## src/rtl/ps2_scan_decoder_pkg.sv

```systemverilog
// ----------------------------------------------------------------------------
// ps2_scan_decoder_pkg
//   Shared definitions for the PS/2 scan-code decoder:
//     - prefix-tracking FSM state encoding (IDLE / EXT / BRK / EXT_BRK)
//     - prefix byte constants (E0 extended, F0 break)
//     - protocol bytes that carry no key information and are dropped in IDLE
//     - "fake shift" codes (12 / 59) that some keyboards wrap around
//       extended keys and that must not reach the key map
//   Helper functions classify a received byte against those sets.
// ----------------------------------------------------------------------------
package ps2_scan_decoder_pkg;

    typedef enum logic [1:0] {
        ST_IDLE    = 2'd0,
        ST_EXT     = 2'd1,
        ST_BRK     = 2'd2,
        ST_EXT_BRK = 2'd3
    } ps2_state_e;

    localparam logic [7:0] PS2_EXT = 8'hE0;
    localparam logic [7:0] PS2_BRK = 8'hF0;

    // Protocol / status bytes (pause prefix, BAT result, ACK, resend, echo,
    // BAT failure, overrun codes).
    localparam logic [7:0] PS2_IGN_E1 = 8'hE1;
    localparam logic [7:0] PS2_IGN_AA = 8'hAA;
    localparam logic [7:0] PS2_IGN_FA = 8'hFA;
    localparam logic [7:0] PS2_IGN_FE = 8'hFE;
    localparam logic [7:0] PS2_IGN_EE = 8'hEE;
    localparam logic [7:0] PS2_IGN_FC = 8'hFC;
    localparam logic [7:0] PS2_IGN_00 = 8'h00;
    localparam logic [7:0] PS2_IGN_FF = 8'hFF;

    // Left/right shift codes emitted as fake shifts around extended keys.
    localparam logic [7:0] PS2_FAKE_LSHIFT = 8'h12;
    localparam logic [7:0] PS2_FAKE_RSHIFT = 8'h59;

    // True for bytes that are swallowed while no prefix is pending.
    function automatic logic is_ignored(input logic [7:0] b);
        logic r;
        case (b)
            PS2_IGN_E1, PS2_IGN_AA, PS2_IGN_FA, PS2_IGN_FE,
            PS2_IGN_EE, PS2_IGN_FC, PS2_IGN_00, PS2_IGN_FF: r = 1'b1;
            default:                                        r = 1'b0;
        endcase
        return r;
    endfunction

    // True for the shift codes discarded after an E0 prefix.
    function automatic logic is_fake_shift(input logic [7:0] b);
        logic r;
        case (b)
            PS2_FAKE_LSHIFT, PS2_FAKE_RSHIFT: r = 1'b1;
            default:                          r = 1'b0;
        endcase
        return r;
    endfunction

endpackage

```

## src/rtl/ps2_scan_decoder_if.sv

```systemverilog
// ----------------------------------------------------------------------------
// ps2_scan_decoder_if
//   Byte-stream input and key-state output bundle of the scan decoder.
//     rx_byte     8    received scan byte (valid with rx_valid)
//     rx_valid    1    one-cycle byte strobe, no backpressure
//     rx_err      1    parity/framing error on the current byte
//     key_down    512  held-key map indexed by {ext,code}
//     last_change 9    {ext,code} of the latest make/break
//     key_valid   1    one-cycle update strobe
//   master: byte receiver side (drives rx_*, observes key_*)
//   slave : decoder side (observes rx_*, drives key_*)
// ----------------------------------------------------------------------------
interface ps2_scan_decoder_if;
    logic [7:0]   rx_byte;
    logic         rx_valid;
    logic         rx_err;
    logic [511:0] key_down;
    logic [8:0]   last_change;
    logic         key_valid;

    modport master (
        output rx_byte, rx_valid, rx_err,
        input  key_down, last_change, key_valid
    );

    modport slave (
        input  rx_byte, rx_valid, rx_err,
        output key_down, last_change, key_valid
    );
endinterface

```

## src/rtl/ps2_scan_decoder_timeout.sv

```systemverilog
// ----------------------------------------------------------------------------
// ps2_timeout
//   Watchdog for a partially received prefix sequence. The counter advances
//   while run is high and is cleared by clear, by run dropping, and by its own
//   expiry. expire is high while the counter sits at TIMEOUT_CYCLES-1 with
//   run asserted.
//   Ports: clk, rst (async, active-low), run, clear -> expire.
// ----------------------------------------------------------------------------
module ps2_timeout #(
    parameter int unsigned TIMEOUT_CYCLES = 2_000_000
) (
    input  logic clk,
    input  logic rst,
    input  logic run,
    input  logic clear,
    output logic expire
);

    localparam int unsigned    TMR_W    = $clog2(TIMEOUT_CYCLES);
    localparam logic [TMR_W-1:0] TMR_LAST = TMR_W'(TIMEOUT_CYCLES - 1);

    logic [TMR_W-1:0] timer_d;
    logic [TMR_W-1:0] timer_q;
    logic             expire_s;

    assign expire_s = run && (timer_q == TMR_LAST);
    assign expire   = expire_s;

    // Next counter value: hold at zero unless a prefix is waiting.
    always_comb begin
        timer_d = timer_q;
        if (clear || !run || expire_s) begin
            timer_d = '0;
        end else begin
            timer_d = timer_q + TMR_W'(1);
        end
    end

    // Counter register.
    always_ff @(posedge clk or negedge rst) begin
        if (!rst) begin
            timer_q <= '0;
        end else begin
            timer_q <= timer_d;
        end
    end

endmodule

```

## src/rtl/ps2_scan_decoder.sv

```systemverilog
// ----------------------------------------------------------------------------
// ps2_scan_decoder
//   Converts the PS/2 byte stream into per-key state. Tracks the E0 (extended)
//   and F0 (break) prefixes, maintains a 512-entry held-key map indexed by
//   {ext,code}, and reports each make/break through last_change + key_valid.
//   All outputs are registered and change in the cycle after the byte strobe.
//   Ports:
//     clk   system clock
//     rst   asynchronous reset, active-low
//     bus   ps2_scan_decoder_if.slave (rx_* in, key_* out)
//   Build option:
//     TYPEMATIC_FILTER_EN  when defined, a make for a key already held is
//                          absorbed (no map/last_change change, no strobe).
// ----------------------------------------------------------------------------
module ps2_scan_decoder
    import ps2_scan_decoder_pkg::*;
#(
    parameter int unsigned TIMEOUT_CYCLES = 2_000_000
) (
    input  logic                   clk,
    input  logic                   rst,
    ps2_scan_decoder_if.slave      bus
);

    ps2_state_e   state_d, state_q;
    logic [511:0] key_down_d, key_down_q;
    logic [8:0]   last_change_d, last_change_q;
    logic         key_valid_d, key_valid_q;

    logic [7:0]   rx_byte_s;
    logic         ev_make_s;
    logic         ev_break_s;
    logic [8:0]   code_s;
    logic         expire_s;
    logic         tmr_run_s;

    assign rx_byte_s = bus.rx_byte;
    assign tmr_run_s = (state_q != ST_IDLE);

    // Any strobe (good or bad) restarts the prefix watchdog.
    ps2_timeout #(
        .TIMEOUT_CYCLES (TIMEOUT_CYCLES)
    ) u_timeout (
        .clk    (clk),
        .rst    (rst),
        .run    (tmr_run_s),
        .clear  (bus.rx_valid),
        .expire (expire_s)
    );

    // Prefix FSM next state, key event decode and output next values.
    always_comb begin
        state_d       = state_q;
        key_down_d    = key_down_q;
        last_change_d = last_change_q;
        key_valid_d   = 1'b0;
        ev_make_s     = 1'b0;
        ev_break_s    = 1'b0;
        code_s        = 9'h000;

        if (bus.rx_valid && bus.rx_err) begin
            // Corrupt byte: abandon any pending prefix.
            state_d = ST_IDLE;
        end else if (bus.rx_valid) begin
            case (state_q)
                ST_IDLE: begin
                    if (rx_byte_s == PS2_EXT) begin
                        state_d = ST_EXT;
                    end else if (rx_byte_s == PS2_BRK) begin
                        state_d = ST_BRK;
                    end else if (is_ignored(rx_byte_s)) begin
                        state_d = ST_IDLE;
                    end else begin
                        ev_make_s = 1'b1;
                        code_s    = {1'b0, rx_byte_s};
                    end
                end
                ST_EXT: begin
                    if (rx_byte_s == PS2_BRK) begin
                        state_d = ST_EXT_BRK;
                    end else if (rx_byte_s == PS2_EXT) begin
                        state_d = ST_EXT;
                    end else if (is_fake_shift(rx_byte_s)) begin
                        state_d = ST_IDLE;
                    end else begin
                        ev_make_s = 1'b1;
                        code_s    = {1'b1, rx_byte_s};
                        state_d   = ST_IDLE;
                    end
                end
                ST_BRK: begin
                    ev_break_s = 1'b1;
                    code_s     = {1'b0, rx_byte_s};
                    state_d    = ST_IDLE;
                end
                ST_EXT_BRK: begin
                    if (is_fake_shift(rx_byte_s)) begin
                        state_d = ST_IDLE;
                    end else begin
                        ev_break_s = 1'b1;
                        code_s     = {1'b1, rx_byte_s};
                        state_d    = ST_IDLE;
                    end
                end
                default: begin
                    state_d = ST_IDLE;
                end
            endcase
        end else if (expire_s) begin
            // Prefix waited too long for its follow-up byte; drop it silently.
            state_d = ST_IDLE;
        end else begin
            state_d = state_q;
        end

        if (ev_make_s) begin
`ifdef TYPEMATIC_FILTER_EN
            if (key_down_q[code_s]) begin
                // Typematic repeat of a held key: nothing new to report.
                key_valid_d = 1'b0;
            end else begin
                key_down_d[code_s] = 1'b1;
                last_change_d      = code_s;
                key_valid_d        = 1'b1;
            end
`else
            key_down_d[code_s] = 1'b1;
            last_change_d      = code_s;
            key_valid_d        = 1'b1;
`endif
        end else if (ev_break_s) begin
            // Release of a key not held still reports the event.
            key_down_d[code_s] = 1'b0;
            last_change_d      = code_s;
            key_valid_d        = 1'b1;
        end else begin
            key_valid_d = 1'b0;
        end
    end

    // FSM state and registered outputs.
    always_ff @(posedge clk or negedge rst) begin
        if (!rst) begin
            state_q       <= ST_IDLE;
            key_down_q    <= 512'd0;
            last_change_q <= 9'h000;
            key_valid_q   <= 1'b0;
        end else begin
            state_q       <= state_d;
            key_down_q    <= key_down_d;
            last_change_q <= last_change_d;
            key_valid_q   <= key_valid_d;
        end
    end

    assign bus.key_down    = key_down_q;
    assign bus.last_change = last_change_q;
    assign bus.key_valid   = key_valid_q;

endmodule

```

## src/flat_wrapper.sv

```systemverilog
// flat-port wrapper written by rule: the top's interface ports become plain ports
module ps2_scan_decoder_flat import ps2_scan_decoder_pkg::*;
#(
    parameter int unsigned TIMEOUT_CYCLES = 2_000_000
)
  (clk, rst, bus_rx_byte, bus_rx_valid, bus_rx_err, bus_key_down, bus_last_change, bus_key_valid);
  ps2_scan_decoder_if bus_i ();
  input  logic clk;
  input  logic rst;
  input wire logic [$bits(bus_i.rx_byte)-1:0] bus_rx_byte;
  input wire logic [$bits(bus_i.rx_valid)-1:0] bus_rx_valid;
  input wire logic [$bits(bus_i.rx_err)-1:0] bus_rx_err;
  output wire logic [$bits(bus_i.key_down)-1:0] bus_key_down;
  output wire logic [$bits(bus_i.last_change)-1:0] bus_last_change;
  output wire logic [$bits(bus_i.key_valid)-1:0] bus_key_valid;
  assign bus_i.rx_byte = bus_rx_byte;
  assign bus_i.rx_valid = bus_rx_valid;
  assign bus_i.rx_err = bus_rx_err;
  assign bus_key_down = bus_i.key_down;
  assign bus_last_change = bus_i.last_change;
  assign bus_key_valid = bus_i.key_valid;
  ps2_scan_decoder #(.TIMEOUT_CYCLES(TIMEOUT_CYCLES)) u_core (.clk(clk), .rst(rst), .bus(bus_i));
endmodule
```

## config.mk

```make
export PLATFORM = sky130hd
export DESIGN_NAME = ps2_scan_decoder_flat
export DESIGN_NICKNAME = d
export VERILOG_FILES = /design/src/rtl/ps2_scan_decoder_pkg.sv /design/src/rtl/ps2_scan_decoder_if.sv /design/src/rtl/ps2_scan_decoder_timeout.sv /design/src/rtl/ps2_scan_decoder.sv /design/src/flat_wrapper.sv
export SDC_FILE = /design/constraint.sdc
export NUM_CORES = 1
export LEC_CHECK = 0
export CAP_MARGIN = 20
export CELL_PAD_IN_SITES_DETAIL_PLACEMENT = 0
export CELL_PAD_IN_SITES_GLOBAL_PLACEMENT = 1
export CORE_ASPECT_RATIO = 1.1
export CORE_UTILIZATION = 36
export CTS_BUF_LIST = sky130_fd_sc_hd__clkbuf_16
export CTS_CLUSTER_DIAMETER = 50
export DETAILED_ROUTE_END_ITERATION = 12
export GPL_TIMING_DRIVEN = 0
export PLACE_DENSITY_LB_ADDON = 0.1
export SYNTH_ARGS = -nofsm -noshare
export SYNTH_HDL_FRONTEND = slang
export SYNTH_SLANG_ARGS = --single-unit
```

## constraint.sdc

```tcl
create_clock -name clk -period 2.96 [get_ports clk]
set_clock_uncertainty 0.05 [all_clocks]
set_input_delay 0.296 -clock clk [delete_from_list [all_inputs] [get_ports clk]]
set_output_delay 0.296 -clock clk [all_outputs]
set_load 0.02 [all_outputs]
```

# After elaboration in Yosys (flattened, before gate mapping)

Index checks and enable logic that the tools add are counted.

Divide/modulo/power cells: 0
Reduce and logical (&&, ||, !) cells: 15
Multiply operators: 0
Add/subtract/negate cells: 1
Bitwise operators: 3
Mux-type cells: 56
Shifts and indexed selects: 0
$lt $le $gt $ge: 2
Equal/unequal tests: 16

Operators with widths:

| cell                                                        | count |
|---|---|
| 2-to-1 mux 512 bit                                          | 2 |
| bitwise AND 512 bit                                         | 1 |
| inverter 512 bit                                            | 1 |
| bitwise OR 512 bit                                          | 1 |
| 2-to-1 mux 9 bit                                            | 10 |
| == test 8 bit, second input constant                        | 9 |
| one-hot mux 9 bit (4 select lines)                          | 1 |
| 2-to-1 mux 1 bit                                            | 30 |
| adder 21 x 1 -> 21 bit, second input constant               | 1 |
| == test 21 bit, second input constant                       | 1 |
| 2-to-1 mux 21 bit                                           | 1 |
| 2-to-1 mux 2 bit                                            | 7 |
| less-than comparator 9 x 10 -> 1 bit, second input constant | 1 |
| demux 1 bit (select 9 bit)                                  | 1 |
| >= comparator 9 x 1 -> 1 bit, second input constant         | 1 |
| == test 8 x 5 -> 1 bit, second input constant               | 1 |
| == test 8 x 7 -> 1 bit, second input constant               | 1 |
| logical NOT 8 bit                                           | 1 |
| 2-to-1 mux 8 bit                                            | 1 |
| OR reduction 8 bit                                          | 1 |
| inequality test 6 x 2 -> 1 bit, second input constant       | 1 |
| one-hot mux 2 bit (3 select lines)                          | 1 |
| == test 2 bit, second input constant                        | 2 |
| one-hot mux 1 bit (2 select lines)                          | 2 |
| other kinds (9)                                             | 14 |

Register bits: 545
Input bits: 12
Memories: 0
ROM bits: 0
Bits in writable memories: 0
Output and inout port bits: 522
Logic and storage cells: 98
Bits in latches: 0

# Logic depth before layout (Yosys ltp)

Depth in word-level cells: 22
Gate-level depth with buffers: 12

# Cells and area by module

Synthesis repeated with hierarchy kept, for this count alone.

Cell total of the unflattened synthesis: 2,037
Area total of the unflattened synthesis: 23,456.2 µm²

Modules (own cells, without submodules):

| module           | times used | area each (µm²) | cells each |
|---|---|---|---|
| ps2_scan_decoder | 1          | 22,380.2        | 1,925 |
| ps2_timeout      | 1          | 1,076.0         | 112 |

# Worst setup path after synthesis

Ideal clock, no wire load.

Kind: in2reg
Start point: input bus_rx_byte[1]
End point: register with a tool-made name
Stages on the path: 9
Data required time: 2,785 ps
Setup slack: -73 ps
Data arrival time: 2,858 ps
Buffers on the path: 3
Cells stage by stage: buf_2 nor4_2 a31oi_1 o21ai_2 buf_4 a211oi_2 buf_2 nand2_1 mux2_2

RTL lines:

| what        | RTL line           | RTL |
|---|---|---|
| from (decl) | flat_wrapper.sv:10 | `input wire logic [$bits(bus_i.rx_byte)-1:0] bus_rx_byte;` |

==> reports/metrics.cfg <==
[die]
placementRows=97
fp.dieW_um=245
core_area_mm2=0.0640
io-pin-count=534
die_height_um=269
die-area_mm2=0.0660
initial_core_util_pct=36.6

[power_and_ir_drop]
cellPowerDensity_mw_per_mm2=502
power.ir.vdd_worst_mv=0.390
p_total_mw=16.6
p_leak_nw=14.2

[clock_network]
clk_transition_reported_paths_ns=0.06
clock_tree_from_tritoncts=done
bufs_on_longest_clock_path=3
numClockSinks=545
cts_made_buffers=67
cts-htree-levels=3
cts_root_buf=sky130_fd_sc_hd__clkbuf_16
clk-insertion-delay-late_ns=0.59

[placed_design]
postPlaceCellArea_mm2=0.0300
detailedPlacementHpwl_um=69400
gp_routability_congestion=0.879
dpl.cell_count=3432
port_buffers=532

[sta]
post-route-period-util_pct=97.5
hold_slack_ns=0.115
tightestPinTransition_ns=0.929
slew_violations=0
maxSlewHeadroom_pct=38.1
timing.final.setup_violations=0
period_needed_ns=2.89
final_hold_violation_count=0
fmaxAchievable_ghz=0.346

[critical_path]
critPathMaxStageDelay_ns=0.70
r2r_start=u_core.state_q[1]
crit_fanout=10
worstSetupPathType=input pin to flop
reg2reg_depth=8
arrival_ns=3.35
worstPathCellList=clkbuf_2, buf_1, inv_1, and3_1, nand2_1, clkbuf_1, clkbuf_1, o21ai_0, o31ai_1
critical_path.startpoint_type=input pin
required_ns=3.42
slowest_stage=sky130_fd_sc_hd__clkbuf_1
crit_path_frequent_cell=sky130_fd_sc_hd__clkbuf_1
endpoint_kind=flop
r2r_setup_slack_ns=0.07

[outcome]
outcome=completed

[finish]
fill_cells=5700
drive_above_1_share_pct=20.2
n_antenna_cell=0
fin_cells=3589
area_growth_syn_to_layout_pct=41.3
final_nets=2711
finalInstanceArea_mm2=0.0330

[synth]
postSynthAreaPerCell_um2=11.4
synth.top_cell.area_share_pct=58.3
cell_area_after_synthesis_mm2=0.0234
synthCells=2048
yosys_register_bits=545
synth_top_cell_by_area=sky130_fd_sc_hd__dfrtp_1
synth-main-ff-cell=sky130_fd_sc_hd__dfrtp_1
synth.distinct_cells=67
synth_top_cells_by_area=sky130_fd_sc_hd__dfrtp_1 58%, sky130_fd_sc_hd__o31ai_1 9.0%, sky130_fd_sc_hd__mux2_2 8.8%
synthArstFlopShare_pct=100
yosysWarningCount=0
share_of_the_yosys_chip_area_belonging_to_registers_pct=58.3
synth-edff-count=0
syn_nets=2061

[global_routing]
globalRouteOverflowTotal=0
grt_start_max_net_pins=125
grt_pass1_wl_um=144000
grtUsageTotal_pct=29.9
grt_antenna_before_repair=0
number_of_global_route_vias_before_repair=20500

[routing]
vias_after_detailed_routing=20100
route.detailed.vias_per_inst=5.61
initial_drc_count=1548
dr.pass1.iters=5
detail_route.wl_per_cell_um=27.6
ant_nets=0
routed_wl_um=99200
drcViolationCount=0

[worst_hold_path]
min-delay-path-class=input pin to async pin

[run]
max_cap_viol=0

==> critical path: cells and delay by family <==
family | cells | cell delay [ns]
AOI/OAI and AO/OA | 2 | 0.29
and+or+nand+nor | 2 | 0.46
buffers and inverters | 5 | 2.30
==> kinds of logic after synthesis <==
| group | count (synthesis) | synth area share (%) |
|---|---|---|
| AO/OA/AOI/OAI | 631 | 18.4 |
| buffers and inverters | 237 | 4.14 |
| multiplexers | 219 | 10.8 |
| flip-flops | 545 | 58.3 |
| AND/OR/NAND/NOR | 395 | 7.59 |
| XOR/XNOR | 19 | 0.711 |
| adder cells (fa/ha/maj) | 2 | 0.0963 |
==> worst max-delay path by stage <==
stage,startpoint,to,slack (ns),cells past startpoint
finish,bus_rx_byte[3],flop,0.07,9
global route,bus_rx_byte[7],flop,-0.02,12
CTS,bus_rx_byte[2],flop,0.01,9
detailed placement,bus_rx_byte[7],flop,-2.03,11
global placement,rst,async pin,-22.76,1
floorplan,bus_rx_byte[1],flop,0.002,9
==> cell type report <==
| class | instances | area, um2 | share of cell area (%) |
|---|---|---|---|
| Buffer | 222 | 1210 | 3.67 |
| Multi-Input combinational cell | 1266 | 9080 | 27.5 |
| Clock inverter | 48 | 378 | 1.14 |
| Inverter | 7 | 27.5 | 0.0833 |
| Sequential cell | 545 | 13600 | 41.3 |
| Tap cell | 841 | 1050 | 3.18 |
| Clock buffer | 71 | 1780 | 5.38 |
| Timing Repair Buffer | 589 | 5880 | 17.8 |
==> stage by stage <==
step	util (%)	setup slack [ns]	TNS (ns)
finish	51.7	0.0730	0
global route	51.7	-0.0166	-0.165
CTS	51.4	0.0118	0
detailed placement	46.9	-2.03	-877.44
global placement	46.6	-22.76	-
floorplan	-	0.00154	0
==> cell usage in the layout (no fill, tap or decap), drive strengths merged, types with 14 or more instances in the layout <==
master         Yosys  layout
clkinv             1      22
xor2              14      14
nand2            248     248
dfrtp            545     545
mux2             218     218
nor2              36      36
o31ai            281     281
clkdlybuf4s50      0     525
o21ai            285     285
buf               37      95
inv                6      24
clkbuf           193     254
nand4             15      15
nand3             33      33
==> report_power, final <==
group	leakage (nW)	switching [mW]	internal [mW]
logic	5.50	0.665	0.260
registers	7.59	0.0341	7.51
clock network	1.09	3.33	4.78
total	14.2	4.03	12.6
==> cells in the mapped netlist (3+ instances only) <==
cell,n
sky130_fd_sc_hd__clkbuf_1,192
sky130_fd_sc_hd__xnor2_1,5
sky130_fd_sc_hd__a211oi_1,3
sky130_fd_sc_hd__a211o_1,3
sky130_fd_sc_hd__o211ai_1,6
sky130_fd_sc_hd__a2111oi_4,10
sky130_fd_sc_hd__dfrtp_1,545
sky130_fd_sc_hd__nand4_1,15
sky130_fd_sc_hd__nor2_1,36
sky130_fd_sc_hd__nor2b_1,9
sky130_fd_sc_hd__o211a_1,3
sky130_fd_sc_hd__nor3_1,8
sky130_fd_sc_hd__mux2_2,182
sky130_fd_sc_hd__buf_6,4
sky130_fd_sc_hd__buf_4,5
sky130_fd_sc_hd__o21ai_0,282
sky130_fd_sc_hd__and4b_1,5
sky130_fd_sc_hd__and3_1,7
sky130_fd_sc_hd__a21oi_1,3
sky130_fd_sc_hd__nand2b_1,8
sky130_fd_sc_hd__o2111a_1,5
sky130_fd_sc_hd__a2111o_1,3
sky130_fd_sc_hd__buf_2,23
sky130_fd_sc_hd__buf_1,5
sky130_fd_sc_hd__mux2_1,21
sky130_fd_sc_hd__nand2_1,248
sky130_fd_sc_hd__xor2_1,14
sky130_fd_sc_hd__a211oi_2,4
sky130_fd_sc_hd__nor4_1,3
sky130_fd_sc_hd__mux2_4,15
sky130_fd_sc_hd__and2_1,4
sky130_fd_sc_hd__o31ai_1,281
sky130_fd_sc_hd__and4_1,4
sky130_fd_sc_hd__a21boi_0,11
sky130_fd_sc_hd__inv_1,6
sky130_fd_sc_hd__or2_2,4
sky130_fd_sc_hd__nand3_1,32
==> what timing repair did <==
| action | in CTS | in global routing |
|---|---|---|
| hold buffers | 1 | 0 |
| gates cloned | 0 | 0 |
| pin swaps | 24 | 6 |
| endpoints found under the setup margin | 519 | 482 |
| endpoints found under the hold margin | 153 | 0 |
| gates resized for setup | 182 | 78 |
| setup buffers | 37 | 8 |
==> routing by layer <==
layer / GRT usage [%] / share of wire [%] / vias up
li1: - / - / 8705
met1: 36.3 / 39 / 10300
met2: 50.7 / 49 / 889
met3: 7.56 / 8.1 / 201
met4: 11.3 / 4.0 / 0
met5: 0 / 0 / -
Power figures use the tool's default switching activity.
